--- src/rtl/fir_coef_loader_pkg.sv ---
// fir_coef_loader_pkg: default coefficient width, loader FSM states and index-width helper
package fir_coef_loader_pkg;
  localparam int COEFW_DEF = 18;
  typedef enum logic [1:0] {IDLE, LOAD, DRAIN, COMMIT} state_t;
  function automatic int clog2(input int v);
    int r = 1;
    for (int i = 1; i < 31; i++) r = ((1 << i) < v) ? i + 1 : r;
    return r;
  endfunction
endpackage

--- src/rtl/fir_coef_bank.sv ---
// fir_coef_bank: per-tap shadow and active coefficient registers, flattened active bank out
module fir_coef_bank import fir_coef_loader_pkg::*; #(
  parameter int NTAPS = 32,
  parameter int COEFW = COEFW_DEF,
  parameter int NLOAD = NTAPS,
  parameter int IW = clog2(NLOAD)
) (
  input  logic                   clk,
  input  logic                   reset,
  input  logic                   we,
  input  logic [IW-1:0]          idx,
  input  logic [COEFW-1:0]       din,
  input  logic                   commit,
  output logic [NTAPS*COEFW-1:0] coefs
);
  for (genvar t = 0; t < NTAPS; t++) begin : g_tap
    // taps past the loaded half take the word of their mirror tap
    localparam int K = (t < NLOAD) ? t : NTAPS - 1 - t;
    logic [COEFW-1:0] shadow, active;
    always_ff @(posedge clk or negedge reset)
      if (!reset) begin
        shadow <= '0;
        active <= '0;
      end else begin
        if (we && idx == IW'(K)) shadow <= din;
        if (commit) active <= shadow;
      end
    assign coefs[t*COEFW +: COEFW] = active;
  end
endmodule

--- src/rtl/fir_coef_loader.sv ---
// fir_coef_loader: stream coefficient frames into a shadow bank, commit only complete frames.
// FIR_COEF_SYMMETRIC_EN: load (NTAPS+1)/2 words and mirror each onto tap NTAPS-1-k.
module fir_coef_loader import fir_coef_loader_pkg::*; #(
  parameter int NTAPS = 32,
  parameter int COEFW = COEFW_DEF
) (
  input  logic                   clk,
  input  logic                   reset,
  input  logic [COEFW-1:0]       s_coef_data,
  input  logic                   s_coef_valid,
  input  logic                   s_coef_last,
  output logic                   s_coef_ready,
  output logic [NTAPS*COEFW-1:0] coefs,
  output logic                   coef_update,
  output logic                   load_err,
  output logic                   busy
);
`ifdef FIR_COEF_SYMMETRIC_EN
  localparam int NLOAD = (NTAPS + 1) / 2;
`else
  localparam int NLOAD = NTAPS;
`endif
  localparam int IW = clog2(NLOAD);
  state_t state, state_n;
  logic [IW-1:0] idx, idx_n;
  logic run, xfer, at_end, we, err_n;
  assign xfer = s_coef_valid && s_coef_ready;
  assign at_end = idx == IW'(NLOAD - 1);
  assign s_coef_ready = run && state != COMMIT;
  assign busy = state != IDLE;
  always_ff @(posedge clk or negedge reset)
    if (!reset) begin
      state <= IDLE;
      idx <= '0;
      run <= 1'b0;
      coef_update <= 1'b0;
      load_err <= 1'b0;
    end else begin
      state <= state_n;
      idx <= idx_n;
      run <= 1'b1;
      coef_update <= state == COMMIT;
      load_err <= err_n;
    end
  // IDLE behaves as LOAD at idx 0, so a one-word frame is judged by the same length check
  always_comb begin
    state_n = state;
    idx_n = idx;
    we = 1'b0;
    err_n = 1'b0;
    case (state)
      IDLE, LOAD: if (xfer) begin
        we = 1'b1;
        state_n = s_coef_last ? (at_end ? COMMIT : IDLE) : (at_end ? DRAIN : LOAD);
        idx_n = s_coef_last ? '0 : at_end ? idx : idx + 1'b1;
        err_n = s_coef_last && !at_end;
      end
      DRAIN: if (xfer && s_coef_last) begin
        state_n = IDLE;
        idx_n = '0;
        err_n = 1'b1;
      end
      default: begin
        state_n = IDLE;
        idx_n = '0;
      end
    endcase
  end
  fir_coef_bank #(.NTAPS(NTAPS), .COEFW(COEFW), .NLOAD(NLOAD), .IW(IW)) u_bank (
    .clk(clk),
    .reset(reset),
    .we(we),
    .idx(idx),
    .din(s_coef_data),
    .commit(state == COMMIT),
    .coefs(coefs)
  );
endmodule

--- config.mk ---
export PLATFORM = sky130hd
export DESIGN_NAME = fir_coef_loader
export DESIGN_NICKNAME = d
export VERILOG_FILES = /design/src/rtl/fir_coef_loader_pkg.sv /design/src/rtl/fir_coef_bank.sv /design/src/rtl/fir_coef_loader.sv
export SDC_FILE = /design/constraint.sdc
export NUM_CORES = 2
export LEC_CHECK = 0
export ABC_CLOCK_PERIOD_IN_PS = 2370
export CORE_MARGIN = 2
export CORE_UTILIZATION = 40
export CTS_BUF_LIST = sky130_fd_sc_hd__clkbuf_8
export DETAILED_ROUTE_END_ITERATION = 8
export PLACE_DENSITY_LB_ADDON = 0.05
export SLEW_MARGIN = 20
export SYNTH_ARGS = -nofsm -noshare
export SYNTH_HDL_FRONTEND = slang
export SYNTH_SLANG_ARGS = --single-unit
--- constraint.sdc ---
create_clock -name clk -period 2.37 [get_ports clk]
set_clock_uncertainty 0.1 [all_clocks]
set_input_delay 0.3555 -clock clk [delete_from_list [all_inputs] [get_ports clk]]
set_output_delay 0.3555 -clock clk [all_outputs]
set_load 0.01 [all_outputs]
Word-level counts from Yosys, hierarchy flattened

Cells that the tools add are included.

Muxes and demuxes: 16
Add/sub/neg operators: 1
Equal/unequal tests: 38
Reduce and logical (&&, ||, !) cells: 43

Operators with widths:

| operator                                                        | number |
|---|---|
| 5-bit == test, second input constant                            | 16 |
| 5-bit by 4-bit == test with 1-bit output, second input constant | 8 |
| 1-bit logical AND                                               | 36 |
| 5-bit by 3-bit == test with 1-bit output, second input constant | 4 |
| 5-bit 2-to-1 mux                                                | 4 |
| 5-bit by 2-bit == test with 1-bit output, second input constant | 2 |
| 2-bit 2-to-1 mux                                                | 5 |
| 5-bit case mux with 2 select lines                              | 1 |
| 2-bit inequality test, second input constant                    | 3 |
| 5-bit by 1-bit adder with 5-bit output, second input constant   | 1 |
| 5-bit by 1-bit == test with 1-bit output, second input constant | 1 |
| 5-bit logical NOT                                               | 1 |
| 2-bit == test, second input constant                            | 2 |
| 1-bit 2-to-1 mux                                                | 4 |
| 2-bit case mux with 2 select lines                              | 1 |
| 3-bit inequality test, second input constant                    | 1 |
| 3-bit AND reduction                                             | 1 |
| 2-bit by 1-bit == test with 1-bit output, second input constant | 1 |
| 2-bit logical NOT                                               | 1 |
| 1-bit case mux with 2 select lines                              | 1 |
| 2-bit AND reduction                                             | 1 |
| 2-bit nonzero test                                              | 1 |
| 2-bit OR reduction                                              | 1 |
| 1-bit logical NOT                                               | 1 |

Output and inout port bits: 580
Input port bits: 22
Register bits: 1162

Depth between registers and ports, before layout

Word-level depth: 6
Gate-level depth with buffers: 8
Gate-level depth less buffers: 7

By module

A second synthesis with hierarchy kept.

Cell total of the unflattened synthesis: 2570
Area total of the unflattened synthesis: 43356.6 um^2

Modules (own cells, without submodules):

| module          | instances | area an instance (um^2) | cells each |
|---|---|---|---|
| fir_coef_bank   | 1         | 42789.8                 | 2512 |
| fir_coef_loader | 1         | 566.8                   | 58 |

Worst setup path before layout

Ideal clock, no wire load.

Path kind: reg2reg
Start: register idx[0]
End: register u_bank.g_tap[31].shadow[10]
Setup slack: 0.117 ns
Data arrival time: 2.028 ns
Cell stages (with the launch flop): 9
Clock period less this slack: 2.253 ns
Cells stage by stage: dfrtp_1 > ha_1 > buf_2 > and3_1 > ha_1 > nand3b_1 > buf_2 > buf_2 > mux2_2

Longest elaborated chain between the ends: 2

RTL lines:

| element                | RTL line              | text |
|---|---|---|
| from (decl)            | fir_coef_loader.sv:25 | `logic [IW-1:0] idx, idx_n;` |
| from (signal assigned) | fir_coef_loader.sv:40 | `idx <= idx_n;` |
| 5-bit == test          | fir_coef_bank.sv:25   | `if (we && idx == IW'(K)) shadow <= din;` |
| 1-bit logical AND      | fir_coef_bank.sv:25   |  |
| to (signal assigned)   | fir_coef_bank.sv:25   |  |
| to (decl)              | fir_coef_bank.sv:19   | `logic [COEFW-1:0] shadow, active;` |

No other way between the ends.
A chain may end at the register's enable or synchronous reset.

Worst setup path in the final report

Start: register u_bank.g_tap[12].active[3]
End: output coefs[219]

RTL lines:

| element                | RTL line              | text |
|---|---|---|
| from (decl)            | fir_coef_bank.sv:19   |  |
| from (signal assigned) | fir_coef_bank.sv:26   | `if (commit) active <= shadow;` |
| to (decl)              | fir_coef_loader.sv:13 | `output logic [NTAPS*COEFW-1:0] coefs,` |

No word-level cell between the ends.

==> impl_metrics.env <==
export IMPL_portBuffers=601
export IMPL_pin_count=602
export IMPL_crit_buf_inv=1
export IMPL_r2r_end="idx[2]$_DFFE_PN0P_"
export IMPL_p_clk_frac=0.400
export IMPL_min_delay_worst_endpoint="u_bank.g_tap[2].shadow[14]$_DFFE_PN0P_"
export IMPL_antenna_found_initial=11
export IMPL_crit_type="flip-flop to output pin"
export IMPL_h_tree_depth=4
export IMPL_power_density_nw_per_um2=762.9
export IMPL_grt_met1_usage=0.3369
export IMPL_syn_inst=3791
export IMPL_r2r_start="idx[0]$_DFFE_PN0P_"
export IMPL_grt_setup_unrepaired="false"
export IMPL_timing_max_cap_violations=0
export IMPL_worstSetupEndpointType="output pin"
export IMPL_clk_path_buf_depth=3
export IMPL_gp_congestion=0.7821
export IMPL_wl_um=137000
export IMPL_final_seq_area_um2=29130
export IMPL_drtPass1Iterations=5
export IMPL_clk_latency_ps=870
export IMPL_multi_input_area_um2=13860
export IMPL_initial_utilization=0.4036
export IMPL_setup_violations=0
export IMPL_ys_async_sr_fraction=1.000
export IMPL_relSlewSlack=0.4236
export IMPL_hpwl_um=84250
export IMPL_drive_gt1_frac=0.2355
export IMPL_vias=29849
export IMPL_p_int_mw=32.73
export IMPL_fin_nets=4557
export IMPL_cts_root_buf="clkbuf_8"
export IMPL_hold_viol=0
export IMPL_p_seq_frac=0.525
export IMPL_status="complete, no violations"
export IMPL_sw_frac_of_total=0.2433
export IMPL_tightest_slew_ps=861.8
export IMPL_cp_start_kind="flip-flop"
export IMPL_fp_dieW_um=335.7
export IMPL_maxSlewViolCount=0
export IMPL_syn_avg_cell_area_um2=11.61
export IMPL_area_delta_synth_final_pct=28.87
export IMPL_path_cells="clkdlybuf4s50_1"
export IMPL_cp_data_required_time_ps=1910
export IMPL_synth_cell_types=45
export IMPL_fin_util=0.5202
export IMPL_grt_total_usage=0.2456
export IMPL_use_met3=0.04325
export IMPL_fillers=9893
export IMPL_placed_cell_area_um2=52800
export IMPL_busiest_layer="met2"
export IMPL_crit_family="buffers and inverters"
export IMPL_hp_class="input pin to flip-flop"
export IMPL_worst_path_max_fanout=2
export IMPL_drc_errors=0
export IMPL_reg2reg_depth=7
export IMPL_ys_ff_latch=1162
export IMPL_netlist_area_um2=44000
export IMPL_overflow=0
export IMPL_synth_nets=3821
export IMPL_synth_ff_type="dfrtp_1"
export IMPL_design_area_um2=56700
export IMPL_cts_tree="done"
export IMPL_ys_warn_count=0
export IMPL_max_stage_delay_ps=560
export IMPL_dieArea_um2=112700
export IMPL_ir_drop_v=0.0003801
export IMPL_dr_first_iter_drc_count=1844
export IMPL_clk_pin_slew_ps=60
export IMPL_globalRouteMet2Util=0.3962
export IMPL_p_leak_nw=30.16
export IMPL_core_um2=109000
export IMPL_row_count=121
export IMPL_pwr_share_comb=0.075
export IMPL_r2r_setup_slack_ps=140
export IMPL_hold_depth=2
export IMPL_die_y_um=335.7
export IMPL_max_freq_mhz=434.3
export IMPL_arrival_ps=1850
export IMPL_finalCritPeriodShare=0.9716
export IMPL_cts_buffers=193
export IMPL_grt_pass1_vias=30896
export IMPL_hp_start="s_coef_data[14]"
export IMPL_fin_crit_ps=2303
export IMPL_synth_yosys_seq_area_share=0.6609
export IMPL_slowest_stage="clkdlybuf4s50_1"
export IMPL_synth_edf_count=0
export IMPL_cts_sinks=1162
export IMPL_p_sw_mw=10.52
export IMPL_grt_max_degree=116
export IMPL_drtAntennaViolNets=0
export IMPL_wl_per_cell_um=22.52
export IMPL_vias_per_cell=4.907
export IMPL_grt_first_pass_wirelength_um=204800
sequential cells by signal, summed over array words and instances, names as in the netlist:
| signal | count |
|---|---|
| run | 1 |
| load_err | 1 |
| coef_update | 1 |
| u_bank.g_tap.shadow | 576 |
| u_bank.g_tap.active | 576 |
| idx | 5 |
| state | 2 |
worst register-to-register path, stage by stage, from the launching register on:
cell     delay, ps
dfrtp_1        430
ha_1           230
and3_1         230
ha_1           280
o21ba_2        230
o21ai_0        310
buf_4          190
a31oi_1         80
worst max-delay path by stage:
stage                                                  from                                 endpoint  slack (ps)  cells past startpoint
floorplan                                idx[0]$_DFFE_PN0P_  u_bank.g_tap[31].shadow[10]$_DFFE_PN0P_         120                      8
CTS                 u_bank.g_tap[11].active[10]$_DFFE_PN0P_                               coefs[208]         0.3                      1
detailed placement                             s_coef_valid  u_bank.g_tap[14].shadow[13]$_DFFE_PN0P_         -60                      6
finish               u_bank.g_tap[12].active[3]$_DFFE_PN0P_                               coefs[219]          70                      1
global placement                               s_coef_valid    u_bank.g_tap[8].shadow[7]$_DFFE_PN0P_         -80                      7
global route        u_bank.g_tap[19].active[17]$_DFFE_PN0P_                               coefs[359]         0.4                      1
power by group through the flow:
stage / registers, mW / logic, mW / clock network [mW]
floorplan: 22.7 / 2.12 / 0
global placement: 23.0 / 3.19 / 0
detailed placement: 23.0 / 3.28 / 0
CTS: 22.7 / 3.31 / 17.8
global route: 22.9 / 3.55 / 18.7
finish: 22.7 / 3.24 / 17.3
per-layer routing:
layer | share of wire | vias to the layer above | routed length [um]
met5 | 0 | - | 0
met4 | 0.028 | 0 | 3877
met3 | 0.051 | 211 | 7054
met2 | 0.48 | 765 | 65150
met1 | 0.44 | 15284 | 60900
li1 | - | 13589 | -
final cells by class:
type	count	area share
timing repair buffer	774	0.1430
inverter	6	0.0005296
tap	1414	0.03120
multi-input combinational	2390	0.2445
clock inverter	83	0.006642
sequential	1162	0.5137
clock buffer	248	0.06020
antenna	6	0.0002648
timing repair:
action | in CTS | in global routing
gates resized for setup | 169 | 1
endpoints found under the hold margin | 1332 | 0
pin swaps | 0 | 0
setup buffers | 8 | 0
hold buffers | 15 | 0
setup endpoints to repair | 152 | 1
cloned | 0 | 0
cell usage in the layout, fill, tap and decap left out, drive strengths merged, types with 8 or more instances in the layout:
master and count:
dfrtp 1162, dlygate4sd3 15, ha 8, mux2 576
clkinv 9, clkbuf 248, nand4 10, clkdlybuf4s50 457
nor3 12, buf 179, dlygate4sd2 122, nand2 1735
inv 76
cell usage after synthesis (2+ instances only):
cell / n / area, um2
nand3_2: 5 / 50.05
nand3_1: 2 / 10.01
buf_4: 18 / 135.1
nor4_4: 5 / 106.4
inv_1: 6 / 22.52
buf_2: 21 / 105.1
a31oi_1: 2 / 12.51
buf_6: 10 / 112.6
or3_1: 3 / 18.77
ha_1: 8 / 100.1
and3_1: 3 / 18.77
nand3b_1: 3 / 22.52
nand2b_1: 2 / 12.51
buf_1: 13 / 48.80
dfrtp_1: 1162 / 29080
nor3_4: 11 / 178.9
a21oi_1: 2 / 10.01
nand4_2: 9 / 112.6
nor2_1: 2 / 7.510
nand2_1: 1734 / 6509
and2_1: 2 / 12.51
mux2_2: 575 / 6475
clkbuf_1: 171 / 641.9
metrics by stage:
step	std cells	hold slack, ps	total power, mW	worst slack (ps)	setup TNS, ps
after floorplan	3791	-40.09	24.79	117.0	0
after global placement	5723	209.1	26.16	-81.75	-10100
after detailed placement	5723	216.6	26.30	-60.83	-3482
after CTS	6077	7.293	43.82	0.3224	0
after global routing	6078	42.16	45.19	0.4088	0
final	6083	88.06	43.25	67.33	0
logic make-up after synthesis:
kind of cell,Yosys count,share of synthesized area
and+or+nand+nor,1794,0.1633
DFF,1162,0.6609
muxes,577,0.1476
buffers and inverters,239,0.02423
AOI/OAI and AO/OA,10,0.001621
adders and majority gates,8,0.002275
other,1,0.00008523
Power figures use the tool's default switching activity.
